`config.mk`:
```
export PLATFORM = sky130hd
export DESIGN_NAME = sobel_linebuf_ctrl
export DESIGN_NICKNAME = d
export VERILOG_FILES = /design/src/rtl/sobel_linebuf_ctrl.sv
export SDC_FILE = /design/constraint.sdc
export NUM_CORES = 1
export LEC_CHECK = 0
export CAP_MARGIN = 20
export CORE_MARGIN = 10
export CORE_UTILIZATION = 40
export DETAILED_ROUTE_END_ITERATION = 16
export PLACE_DENSITY = 0.85
export SETUP_SLACK_MARGIN = 0.4
export SYNTH_ARGS = -nofsm -noshare
export SYNTH_HDL_FRONTEND = slang
export SYNTH_SLANG_ARGS = --single-unit
```
`constraint.sdc`:
```
create_clock -name clk_i -period 2.94 [get_ports clk_i]
set_input_delay 0.735 -clock clk_i [delete_from_list [all_inputs] [get_ports clk_i]]
set_output_delay 0.735 -clock clk_i [all_outputs]
set_load 0.005 [all_outputs]
```
`src/rtl/sobel_linebuf_ctrl.sv`:
```
// rtl/sobel_linebuf_ctrl.sv - row-delay sequencer for the two line memories of the 3x3 Sobel window
// Pixel (x,y) writes mem0 and reads both memories; the next cycle shifts mem0's old row into mem1.
module sobel_linebuf_ctrl #(
  parameter int DATA_WD = 16,
  parameter int IMG_W   = 640,
  parameter int IMG_H   = 480,
  parameter int PTR_WD  = 10,
  parameter int ROW_WD  = 9
) (
  input  logic               clk_i,
  input  logic               rst_ni,
  input  logic               pix_valid_i,
  input  logic               pix_sof_i,
  input  logic [DATA_WD-1:0] pix_data_i,
  output logic               pix_ready_o,
  output logic [PTR_WD-1:0]  mem_raddr_o,
  output logic               mem_ren_o,
  output logic [PTR_WD-1:0]  mem0_waddr_o,
  output logic               mem0_wen_o,
  output logic [DATA_WD-1:0] mem0_wdata_o,
  input  logic [DATA_WD-1:0] mem0_rdata_i,
  output logic [PTR_WD-1:0]  mem1_waddr_o,
  output logic               mem1_wen_o,
  output logic [DATA_WD-1:0] mem1_wdata_o,
  input  logic [DATA_WD-1:0] mem1_rdata_i,
  output logic               col_valid_o,
  output logic [DATA_WD-1:0] col_top_o,
  output logic [DATA_WD-1:0] col_mid_o,
  output logic [DATA_WD-1:0] col_bot_o,
  output logic [PTR_WD-1:0]  col_x_o,
  output logic [ROW_WD-1:0]  row_y_o,
  output logic               win_valid_o,
  output logic               frame_done_o
);

  typedef enum logic [1:0] {ST_IDLE, ST_FILL, ST_STREAM, ST_DONE} state_e;

  localparam logic [PTR_WD-1:0] X_LAST = PTR_WD'(IMG_W - 1);
  localparam logic [ROW_WD-1:0] Y_LAST = ROW_WD'(IMG_H - 1);
  localparam logic [PTR_WD-1:0] X_TWO  = PTR_WD'(2);
  localparam logic [ROW_WD-1:0] Y_TWO  = ROW_WD'(2);

  state_e               state_q, state_d;
  logic [PTR_WD-1:0]    x_q, x_d;
  logic [ROW_WD-1:0]    y_q, y_d;
  logic                 ready_q, ready_d;
  logic                 col_valid_q, col_valid_d;
  logic                 win_valid_q, win_valid_d;
  logic                 done_q, done_d;
  logic [PTR_WD-1:0]    col_x_q, col_x_d;
  logic [ROW_WD-1:0]    row_y_q, row_y_d;
  logic [DATA_WD-1:0]   bot_q, bot_d;

  logic                 active;
  logic                 last_x;
  logic                 last_pix;
  logic [PTR_WD-1:0]    cur_x;
  logic [ROW_WD-1:0]    cur_y;

  always_comb begin
    // A sof pixel is always (0,0); in IDLE only a sof pixel opens a frame.
    active      = pix_valid_i & ready_q & ((state_q != ST_IDLE) | pix_sof_i);
    cur_x       = pix_sof_i ? '0 : x_q;
    cur_y       = pix_sof_i ? '0 : y_q;
    last_x      = (cur_x == X_LAST);
    last_pix    = last_x & (cur_y == Y_LAST);

    state_d     = state_q;
    x_d         = x_q;
    y_d         = y_q;
    col_valid_d = active;
    win_valid_d = active & (cur_x >= X_TWO) & (cur_y >= Y_TWO);
    col_x_d     = col_x_q;
    row_y_d     = row_y_q;
    bot_d       = bot_q;
    done_d      = (state_q == ST_DONE);

    if (active) begin
      x_d     = last_x ? '0 : cur_x + 1'b1;
      y_d     = last_x ? ((cur_y == Y_LAST) ? '0 : cur_y + 1'b1) : cur_y;
      col_x_d = cur_x;
      row_y_d = cur_y;
      bot_d   = pix_data_i;
    end

    case (state_q)
      ST_DONE: state_d = ST_IDLE;
      default: begin
        if (active) begin
          if (last_pix)           state_d = ST_DONE;
          else if (y_d >= Y_TWO)  state_d = ST_STREAM;
          else                    state_d = ST_FILL;
        end
      end
    endcase

    ready_d = (state_d != ST_DONE);
  end

  always_ff @(posedge clk_i or negedge rst_ni) begin
    if (!rst_ni) begin
      state_q     <= ST_IDLE;
      x_q         <= '0;
      y_q         <= '0;
      ready_q     <= 1'b1;
      col_valid_q <= 1'b0;
      win_valid_q <= 1'b0;
      done_q      <= 1'b0;
      col_x_q     <= '0;
      row_y_q     <= '0;
      bot_q       <= '0;
    end else begin
      state_q     <= state_d;
      x_q         <= x_d;
      y_q         <= y_d;
      ready_q     <= ready_d;
      col_valid_q <= col_valid_d;
      win_valid_q <= win_valid_d;
      done_q      <= done_d;
      col_x_q     <= col_x_d;
      row_y_q     <= row_y_d;
      bot_q       <= bot_d;
    end
  end

  assign pix_ready_o  = ready_q;
  assign mem_ren_o    = active;
  assign mem_raddr_o  = active ? cur_x : '0;
  assign mem0_wen_o   = active;
  assign mem0_waddr_o = active ? cur_x : '0;
  assign mem0_wdata_o = active ? pix_data_i : '0;

  // Memory read data lands one cycle after the access, alongside the registered column.
  assign mem1_wen_o   = col_valid_q;
  assign mem1_waddr_o = col_x_q;
  assign mem1_wdata_o = col_valid_q ? mem0_rdata_i : '0;
  assign col_valid_o  = col_valid_q;
  assign col_top_o    = col_valid_q ? mem1_rdata_i : '0;
  assign col_mid_o    = col_valid_q ? mem0_rdata_i : '0;
  assign col_bot_o    = bot_q;
  assign col_x_o      = col_x_q;
  assign row_y_o      = row_y_q;
  assign win_valid_o  = win_valid_q;
  assign frame_done_o = done_q;

endmodule

```
==> flow_metrics.tcl, run 1 <==
set metrics [dict create \
    pwr-share-comb 0.410 \
    gp_congestion 0.927 \
    dp_hpwl_um 9850 \
    dpl_cell_area_mm2 0.00557 \
    holdCritPathClass "primary input to asynchronous set/reset pin" \
    worst_ir_drop_vdd_mv 0.328 \
    wire_per_inst_um 21.3 \
    clock_latency_ns 0.36 \
    clock_skew_ns 0.00985 \
    design_area_mm2 0.00635 \
    area_growth_pct 78.1 \
    antenna_found_initial 0 \
    synthArstFlopShare 1.00 \
    grt_pass1_wl_um 22300 \
    yosysMostFrequentCell "dfrtp_1" \
    clockBufferDepth 2 \
    drc_errors 0 \
    die_h_um 114 \
    routed_wl_um 15200 \
    crit_type "primary input to register" \
    rows 34 \
    ys.warnings.count 0 \
    postSynthAreaPerCell_um2 9.57 \
    rsz0062_at_grt "yes" \
    grt_max_degree 43 \
    cts.htree.levels 3 \
    finalHoldViolCount 0 \
    num_vias 3897 \
    ys_seq_elements 60 \
    grt_usage 0.212 \
    synthesis.nets 429 \
    ys_seq_area_frac 0.421 \
    swShare 0.309 \
    grt_pass1_vias 3996 \
    clock-sinks 60 \
    maxSlewHeadroom 0.560 \
    tritoncts "done" \
    die-area_mm2 0.0131 \
    ioPinCount 188 \
    synth.distinct_cells 64 \
    ant_nets 0 \
    viasPerCell 5.46 \
    setup_tns_ns 0 \
    synth_area_leader_cell "dfrtp_1" \
    p_leak_nw 3.31 \
    design.core.area_mm2 0.00872 \
    drive_gt1_frac 0.340 \
    cp-end-kind "register" \
    critPathLaunchType "primary input" \
    nNetsFinal 657 \
    final_util 0.729 \
    crit_fanout 4 \
    drtIter0Drc 374 \
    dr.pass1.iters 6 \
    powerDensity_mw_per_mm2 528 \
    intPower_mw 2.32 \
    io_buffers 187 \
    min_period_ns 2.81 \
    synthTopCellsByCount "dfrtp_1, and2_1, buf_4, nand2_1, a21o_1" \
    nFillCells 579 \
    critPathRequiredTime_ns 3.20 \
    power_mw 3.35 \
    drv_cap 0 \
    status "finished clean" \
    synth_area_leaders "dfrtp_1, and2_1, buf_4" \
    numCtsBuffers 9 \
    grt.overflow.total 0 \
    setup_violations 0 \
    min_period_over_period 0.955 \
    synth_edf_count 0 \
    power_frac_clock 0.262 \
    syn_area_mm2 0.00357 \
    slew_violations 0 \
    antennaDiodeCount 0 \
    clockRootBuffer "clkbuf_8" \
    clk_pin_slew_ns 0.07 \
    start_util 0.409 \
    fmax_mhz 356 \
    synthFlopType "dfrtp_1" \
    synth_top_cell_area_share 0.414 \
    syn_inst 373 \
    power_switching_mw 1.04 \
    worstPathArrival_ns 3.06 \
    rr_startpoint "x_q[0]$_DFFE_PN0N_" \
    worst_pin_slew_ns 0.644 \
    reg2reg_depth 9 \
    startpoint "pix_sof_i" \
    whs_ns 0.394 \
    p_seq_frac 0.328 \
    die_x_um 114 \
]
==> layout make-up <==
cell class / count / area, um2 / share of cell area
Tap cell: 108 / 135 / 0.0213
Clock buffer: 13 / 169 / 0.0266
Timing Repair inverter: 2 / 16.3 / 0.00256
Sequential cell: 60 / 1510 / 0.237
Inverter: 6 / 30.0 / 0.00473
Timing Repair Buffer: 273 / 2570 / 0.405
Clock inverter: 3 / 67.6 / 0.0106
Multi-Input combinational cell: 249 / 1860 / 0.292
==> per-stage QoR <==
step / cells / setup WS (ns)
after CTS: 704 / 0.229
after detailed placement: 657 / -0.494
final: 714 / 0.133
after global routing: 714 / 0.122
after global placement: 657 / -0.367
after floorplan: 373 / -0.233
==> state kept, by name (all words and copies together), names as in the netlist <==
| signal | count |
|---|---|
| pix_ready_o | 1 |
| col_bot_o | 16 |
| state_q | 2 |
| x_q | 10 |
| win_valid_o | 1 |
| col_x_o | 10 |
| frame_done_o | 1 |
| y_q | 9 |
| col_valid_o | 1 |
| row_y_o | 9 |
==> logic make-up (layout without fill, tap and decap cells) <==
logic type / count (synthesis) / after routing / synth area share
adders and majority gates: 4 / 4 / 0.0140
muxes: 3 / 3 / 0.00877
and+or+nand+nor: 162 / 162 / 0.276
DFF: 60 / 60 / 0.421
buffers and inverters: 64 / 297 / 0.121
AOI/OAI and AO/OA: 80 / 80 / 0.160
==> power groups by stage <==
stage	combinational [mW]	clock, mW	sequential [mW]
after floorplan	0.489	0	1.08
after detailed placement	1.12	0	1.12
final	1.37	0.880	1.10
after global placement	1.08	0	1.11
after global routing	1.46	0.930	1.12
after CTS	1.29	0.881	1.09
==> cell usage in the layout, fill, tap and decap left out, types with 4 or more instances in the layout <==
cell and n:
inv_1 4, clkbuf_8 12, clkdlybuf4s50_1 98, dfrtp_1 56, nand3_1 7, dlygate4sd2_1 46
nor4_1 5, buf_2 7, nand2b_1 4, buf_12 4, a21o_1 27, and2_1 33
nor3_1 8, nor2_1 10, a21oi_1 6, clkbuf_2 6, o21ai_0 19, buf_6 39
and2_4 25, buf_4 65, dlymetal6s2s_1 4, nand2_1 29
==> layer usage <==
layer	up-vias	track usage	share of wire
met5	-	0	0
li1	1719	-	-
met4	0	0.113	0.041
met2	224	0.381	0.53
met1	1894	0.222	0.35
met3	60	0.0550	0.074
==> repair_timing <==
| item | in CTS | in global routing |
|---|---|---|
| resized for setup | 253 | 40 |
| hold endpoints to repair | 0 | 0 |
| endpoints found under the setup margin | 92 | 42 |
| gates cloned | 3 | 0 |
| hold buffers | 0 | 0 |
| pin swaps | 28 | 11 |
| buffers inserted | 28 | 10 |
==> critical path: stages <==
cell	delay, ns
buf_8	0.10
buf_6	0.12
buf_6	0.12
nor2b_4	0.14
ha_4	0.17
nand4_1	0.21
nor4_4	0.27
nor2_1	0.10
a221o_1	0.34
or4_4	0.53
a211oi_2	0.22
==> final timing paths <==
| path | end | slack (ns) |
|---|---|---|
| setup / recovery | state_q[0]$_DFF_PN0_ | 0.13 |
| hold / removal | col_bot_o[11]$_DFFE_PN0N_ | 0.39 |
| setup reg to reg | state_q[0]$_DFF_PN0_ | 0.24 |
| hold reg to reg | col_bot_o[5]$_DFFE_PN0N_ | 0.48 |
| max in group asynchronous | pix_ready_o$_DFF_PN1_ | 1.86 |
| min in group clk_i | col_bot_o[5]$_DFFE_PN0N_ | 0.48 |
Note: power is estimated with default switching activity, not from simulation.
==> run 2, diff against run 1 <==
CORE_UTILIZATION = 55   (was 40)
DONT_BUFFER_PORTS = 1   (was default)
PLACE_DENSITY = 0.74   (was 0.85)
==> run 2 against run 1 <==
- design area down 41%
- combinational power down 62%
- via count decreased by 32%
- sequential share of layout area rose by 16 points
- setup slack better by 0.32 ns
- critical path depth is 2 lower
- maximum frequency rose by 13%
- clock-buffer cell count down 3
- flip-flop and latch count is the same
- sequential power about the same
- first-iteration DRC count decreased by 41%
==> flow_metrics.tcl, run 2 (synthesis gave the netlist of run 1 again) <==
set metrics [dict create \
    antennaDiodeCount 0 \
    start_util 0.565 \
    io_buffers 0 \
    status "finished clean" \
    drtIter0Drc 219 \
    grt_max_degree 61 \
    worstPathArrival_ns 2.74 \
    powerDensity_mw_per_mm2 651 \
    clockBufferDepth 2 \
    design.core.area_mm2 0.00631 \
    grt_usage 0.176 \
    gp_congestion 0.918 \
    numCtsBuffers 9 \
    finalHoldViolCount 0 \
    drv_cap 0 \
    stdcell_count 429 \
    ioPinCount 188 \
    slew_violations 0 \
    routed_wl_um 9440 \
    maxSlewHeadroom 0.553 \
    drive_gt1_frac 0.205 \
    min_period_over_period 0.847 \
    clock_skew_ns 0.00835 \
    cpPeakStageDelay_ns 0.55 \
    worst_ir_drop_vdd_mv 0.442 \
    worst_pin_slew_ns 0.671 \
    die_h_um 101 \
    cts.htree.levels 3 \
    drc_errors 0 \
    setup_tns_ns 0 \
    antenna_found_initial 0 \
    nNetsFinal 403 \
    grt_pass1_vias 2604 \
    cpMaxStageDelayCell "or4_4" \
    final_common_cell "dfrtp_1" \
    crit_fanout 38 \
    clk_pin_slew_ns 0.07 \
    rows 29 \
    viasPerCell 6.16 \
    grt_pass1_wl_um 14400 \
    area_growth_pct 5.29 \
    clock_latency_ns 0.34 \
    p_leak_nw 1.87 \
    clock-sinks 60 \
    most-common-layout-cells "dfrtp_1, and2_1, nand2_1" \
    cts_hold_buf 0 \
    holdCritPathClass "primary input to asynchronous set/reset pin" \
    num_vias 2642 \
    cp-end-kind "register" \
    critPathLaunchType "primary input" \
    crit_chain "nand2b_1 > inv_2 > ha_4 > nand3b_4 > or4_4 > o311ai_4 > o21ai_2 > o31a_1 > a211oi_2" \
    fmax_mhz 401 \
    crit_type "primary input to register" \
    dr.pass1.iters 4 \
    largest_reg_flops 16 \
    die_x_um 101 \
    nFillCells 526 \
    critPathRequiredTime_ns 3.19 \
    ant_nets 0 \
    wire_per_inst_um 22.0 \
    clockRootBuffer "clkbuf_8" \
    tritoncts "done" \
    rsz0062_at_grt "yes" \
    dp_cells 405 \
    setup_violations 0 \
    dp_hpwl_um 7040 \
    min_period_ns 2.49 \
    grt.overflow.total 0 \
    die-area_mm2 0.0101 \
]
run 2: changes by cell type in the layout (fill, tap and decap cells not counted), moves of 6 or more:
cell / before / now
clkdlybuf4s50_1: 98 / 0
buf_6: 39 / 1
dlygate4sd2_1: 46 / 0
and2_1: 33 / 57
clkbuf_2: 6 / 0
buf_2: 7 / 0
and2_4: 25 / 0
buf_4: 65 / 20
run 2: final timing paths:
| path | slack, ns | start | cells after the start | end |
|---|---|---|---|---|
| max | 0.45 | pix_sof_i | 9 | state_q[0]$_DFF_PN0_ |
| min | 0.09 | rst_ni | 0 | frame_done_o$_DFF_PN0_ |
| max reg2reg | 0.50 | y_q[0]$_DFF_PN0_ | 8 | state_q[0]$_DFF_PN0_ |
| min reg2reg | 0.51 | col_bot_o[0]$_DFFE_PN0N_ | 1 | col_bot_o[0]$_DFFE_PN0N_ |
| max in group asynchronous | 2.68 | rst_ni | 0 | pix_ready_o$_DFF_PN1_ |
| min in group clk_i | 0.50 | pix_sof_i | 1 | row_y_o[3]$_DFFE_PN0N_ |
run 2: area by class of cell:
cell class	count	area [um2]	share of cell area
sequential	60	1500	0.400
clock inverter	6	88.8	0.0236
clock buffer	10	128	0.0340
tap	77	96.3	0.0256
inverter	6	22.5	0.00599
multi-input combinational	249	1760	0.468
timing repair buffer	21	161	0.0430
run 2: what timing repair did:
item | CTS | global route
setup buffers | 3 | 5
gates resized for setup | 9 | 12
setup endpoints to repair | 35 | 20
pin swaps | 3 | 9
run 2: through the flow:
| step | cell area, um2 | util | power [mW] | hold slack, ns | setup slack (ns) |
|---|---|---|---|---|---|
| 3_3_place_gp | 3390 | 0.538 | 1.62 | 0.441 | 0.0889 |
| 2_1_floorplan | 3630 | - | 1.57 | 0.439 | -0.233 |
| 5_1_grt | 3760 | 0.595 | 2.60 | 0.0601 | 0.376 |
| 3_5_place_dp | 3390 | 0.538 | 1.64 | 0.441 | 0.0208 |
| 6_report | 3760 | 0.595 | 2.45 | 0.0871 | 0.449 |
| 4_1_cts | 3670 | 0.581 | 2.46 | 0.0679 | 0.408 |
run 2: critical path: cells and delay by family:
family | cells | cell delay, ns
buf+inv | 1 | 0.09
simple gates | 3 | 0.84
compound gates | 4 | 0.90
fa+ha+maj | 1 | 0.15
run 2: where the power goes:
group          switching, mW  internal, mW
sequential             0.166         0.959
clock                  0.325         0.477
combinational          0.292         0.227
run 2: routing by layer:
metal  track usage  up-vias  share of wire
met3        0.0727       18          0.096
met1         0.193     1268           0.37
li1              -     1206              -
met4        0.0620        0          0.020
met2         0.300      150           0.52
met5             0        -              0
==> run 3, diff against run 2 <==
clock period = 2.3 ns   (was 2.94 ns; I/O delays follow)
==> run 3 against run 2 <==
- the flow now finishes with violations (negative hold slack, negative setup slack)
- design area grew 16%
- worst hold slack worse by 0.17 ns
- global-route usage increased by 2.5 points
- sequential power increased by 25%
- clock power is 15% higher
- routed wire length rose by 19%
- sequential share of layout area shrank 5.5 points
- flip-flop and latch count stayed put
- die area stayed put
- clock-buffer cell count fell by 1
- first-iteration DRC count up 1.8%
- critical endpoint unchanged
- largest power group unchanged
- highest routed layer unchanged
==> flow_metrics.tcl, run 3 (synthesis gave the netlist of run 1 again) <==
set metrics [dict create \
    status "complete, but fails checks" \
    violations "negative hold slack, negative setup slack" \
    drtIter0Drc 223 \
    clockRootBuffer "clkbuf_8" \
    gp_congestion 0.931 \
    viasPerCell 6.09 \
    clock_latency_ns 0.34 \
    grt_max_degree 61 \
    holdCritPathClass "primary input to asynchronous set/reset pin" \
    design_area_mm2 0.00436 \
    min_period_ns 2.39 \
    finalHoldViolCount 59 \
    cp-end-kind "register" \
    routed_wl_um 11200 \
    grt_pass1_wl_um 16100 \
    critPathLaunchType "register" \
    power_mw 3.30 \
    final_common_cell "buf_4" \
    die-area_mm2 0.0101 \
    rows 29 \
    setup_tns_ns -0.126 \
    tritoncts "done" \
    worst_ir_drop_vdd_mv 0.482 \
    die_h_um 101 \
    nFillCells 470 \
    ioPinCount 188 \
    p_leak_nw 2.24 \
    stdcell_count 482 \
    drive_gt1_frac 0.388 \
    dr.pass1.iters 5 \
    startpoint "x_q[7]$_DFFE_PN0N_" \
    drc_errors 0 \
    multi_input_area_mm2 0.00190 \
    nNetsFinal 456 \
    cpMaxStageDelayCell "or4_4" \
    worst_pin_slew_ns 0.409 \
    slew_violations 0 \
    reg2reg_depth 7 \
    crit_type "register to register" \
    start_util 0.565 \
    critPathRequiredTime_ns 2.56 \
    clock-sinks 60 \
    area_growth_pct 22.2 \
    clk_pin_slew_ns 0.07 \
    ant_nets 0 \
    antenna_found_initial 0 \
    most-common-layout-cells "buf_4, dfrtp_1, and2_1" \
    rr_startpoint "x_q[7]$_DFFE_PN0N_" \
    worstPathArrival_ns 2.65 \
    ff_latch_area_mm2 0.00150 \
    design.core.area_mm2 0.00631 \
    wire_per_inst_um 23.3 \
    largest_reg_flops 16 \
    r2r-end "state_q[0]$_DFF_PN0_" \
    worst_slack_ns -0.0895 \
    antennaDiodeCount 0 \
    numCtsBuffers 9 \
    dp_hpwl_um 7940 \
    grt_pass1_vias 2955 \
    dp_cells 446 \
    maxSlewHeadroom 0.727 \
    rsz0062_at_grt "yes" \
    num_vias 2937 \
    r2r_slack_ns -0.09 \
    clockBufferDepth 2 \
    io_buffers 0 \
    fmax_mhz 419 \
    die_x_um 101 \
    drv_cap 0 \
    min_period_over_period 1.04 \
    endpoint "state_q[0]$_DFF_PN0_" \
    clock_skew_ns 0.00544 \
    cts.htree.levels 3 \
    crit_chain "nand4bb_4 > buf_6 > or4_4 > nor3_4 > o211ai_2 > or4_4 > a211oi_2" \
    whs_ns -0.0814 \
    powerDensity_mw_per_mm2 756 \
    grt_usage 0.201 \
    setup_violations 2 \
    crit_fanout 3 \
    cpPeakStageDelay_ns 0.54 \
    dpl_cell_area_mm2 0.00378 \
    grt.overflow.total 0 \
    cp_common_cell "or4_4" \
]
## run 3: changes by cell type in the layout (fill, tap and decap cells not counted), moves of 2 or more
cell and delta:
and2_4 +25, buf_6 +8, o21ai_1 +3, o21ai_0 -4, nor4_4 +2, clkinv_2 +2
and2_1 -24, buf_12 +2, buf_4 +41
## run 3: timing repair
item	4_1_cts	5_1_grt
setup endpoints to repair	99	63
buffers inserted	12	7
gates cloned	1	0
endpoints found under the hold margin	59	59
gates resized for setup	40	24
pin swaps	13	14
## run 3: cell type report
| type | count | share of cell area |
|---|---|---|
| multi-input cells | 249 | 0.435 |
| clock buffers | 9 | 0.0284 |
| inverters | 6 | 0.00688 |
| clock inverters | 7 | 0.0155 |
| repair buffers | 74 | 0.147 |
| well taps | 77 | 0.0221 |
| flip-flops and latches | 60 | 0.345 |
## run 3: routing by layer
layer  routed length (um)  part of all wire  global-route usage
met2                 6140              0.55               0.358
met5                    0                 0                   0
met1                 3910              0.35               0.211
met3                 1080             0.096              0.0775
met4                  112             0.010              0.0663
## run 3: critical path: cells and delay by family, from the launching register on
family | cells | cell delay [ns]
AOI/OAI and AO/OA | 2 | 0.31
buffers and inverters | 1 | 0.16
DFF | 1 | 0.43
and+or+nand+nor | 4 | 1.40
## run 3: power by group
part	switching, mW	internal [mW]	total [mW]
clock network	0.432	0.493	0.925
logic	0.482	0.479	0.962
registers	0.184	1.23	1.41
total	1.10	2.20	3.30
## run 3: metrics by stage
stage,setup WS [ns],util
2_1_floorplan,-0.713,-
3_3_place_gp,-0.361,0.598
3_5_place_dp,-0.351,0.598
4_1_cts,-0.0419,0.666
5_1_grt,-0.132,0.691
6_report,-0.0895,0.691
## run 3: how the worst min path moves through the flow
stage	start	end	slack (ns)
after CTS	rst_ni	col_bot_o[3]$_DFFE_PN0N_	-0.09
final	rst_ni	frame_done_o$_DFF_PN0_	-0.08
after global placement	rst_ni	frame_done_o$_DFF_PN0_	0.28
after global routing	rst_ni	col_bot_o[3]$_DFFE_PN0N_	-0.10
after detailed placement	rst_ni	row_y_o[5]$_DFFE_PN0N_	0.28
after floorplan	rst_ni	col_bot_o[0]$_DFFE_PN0N_	0.28
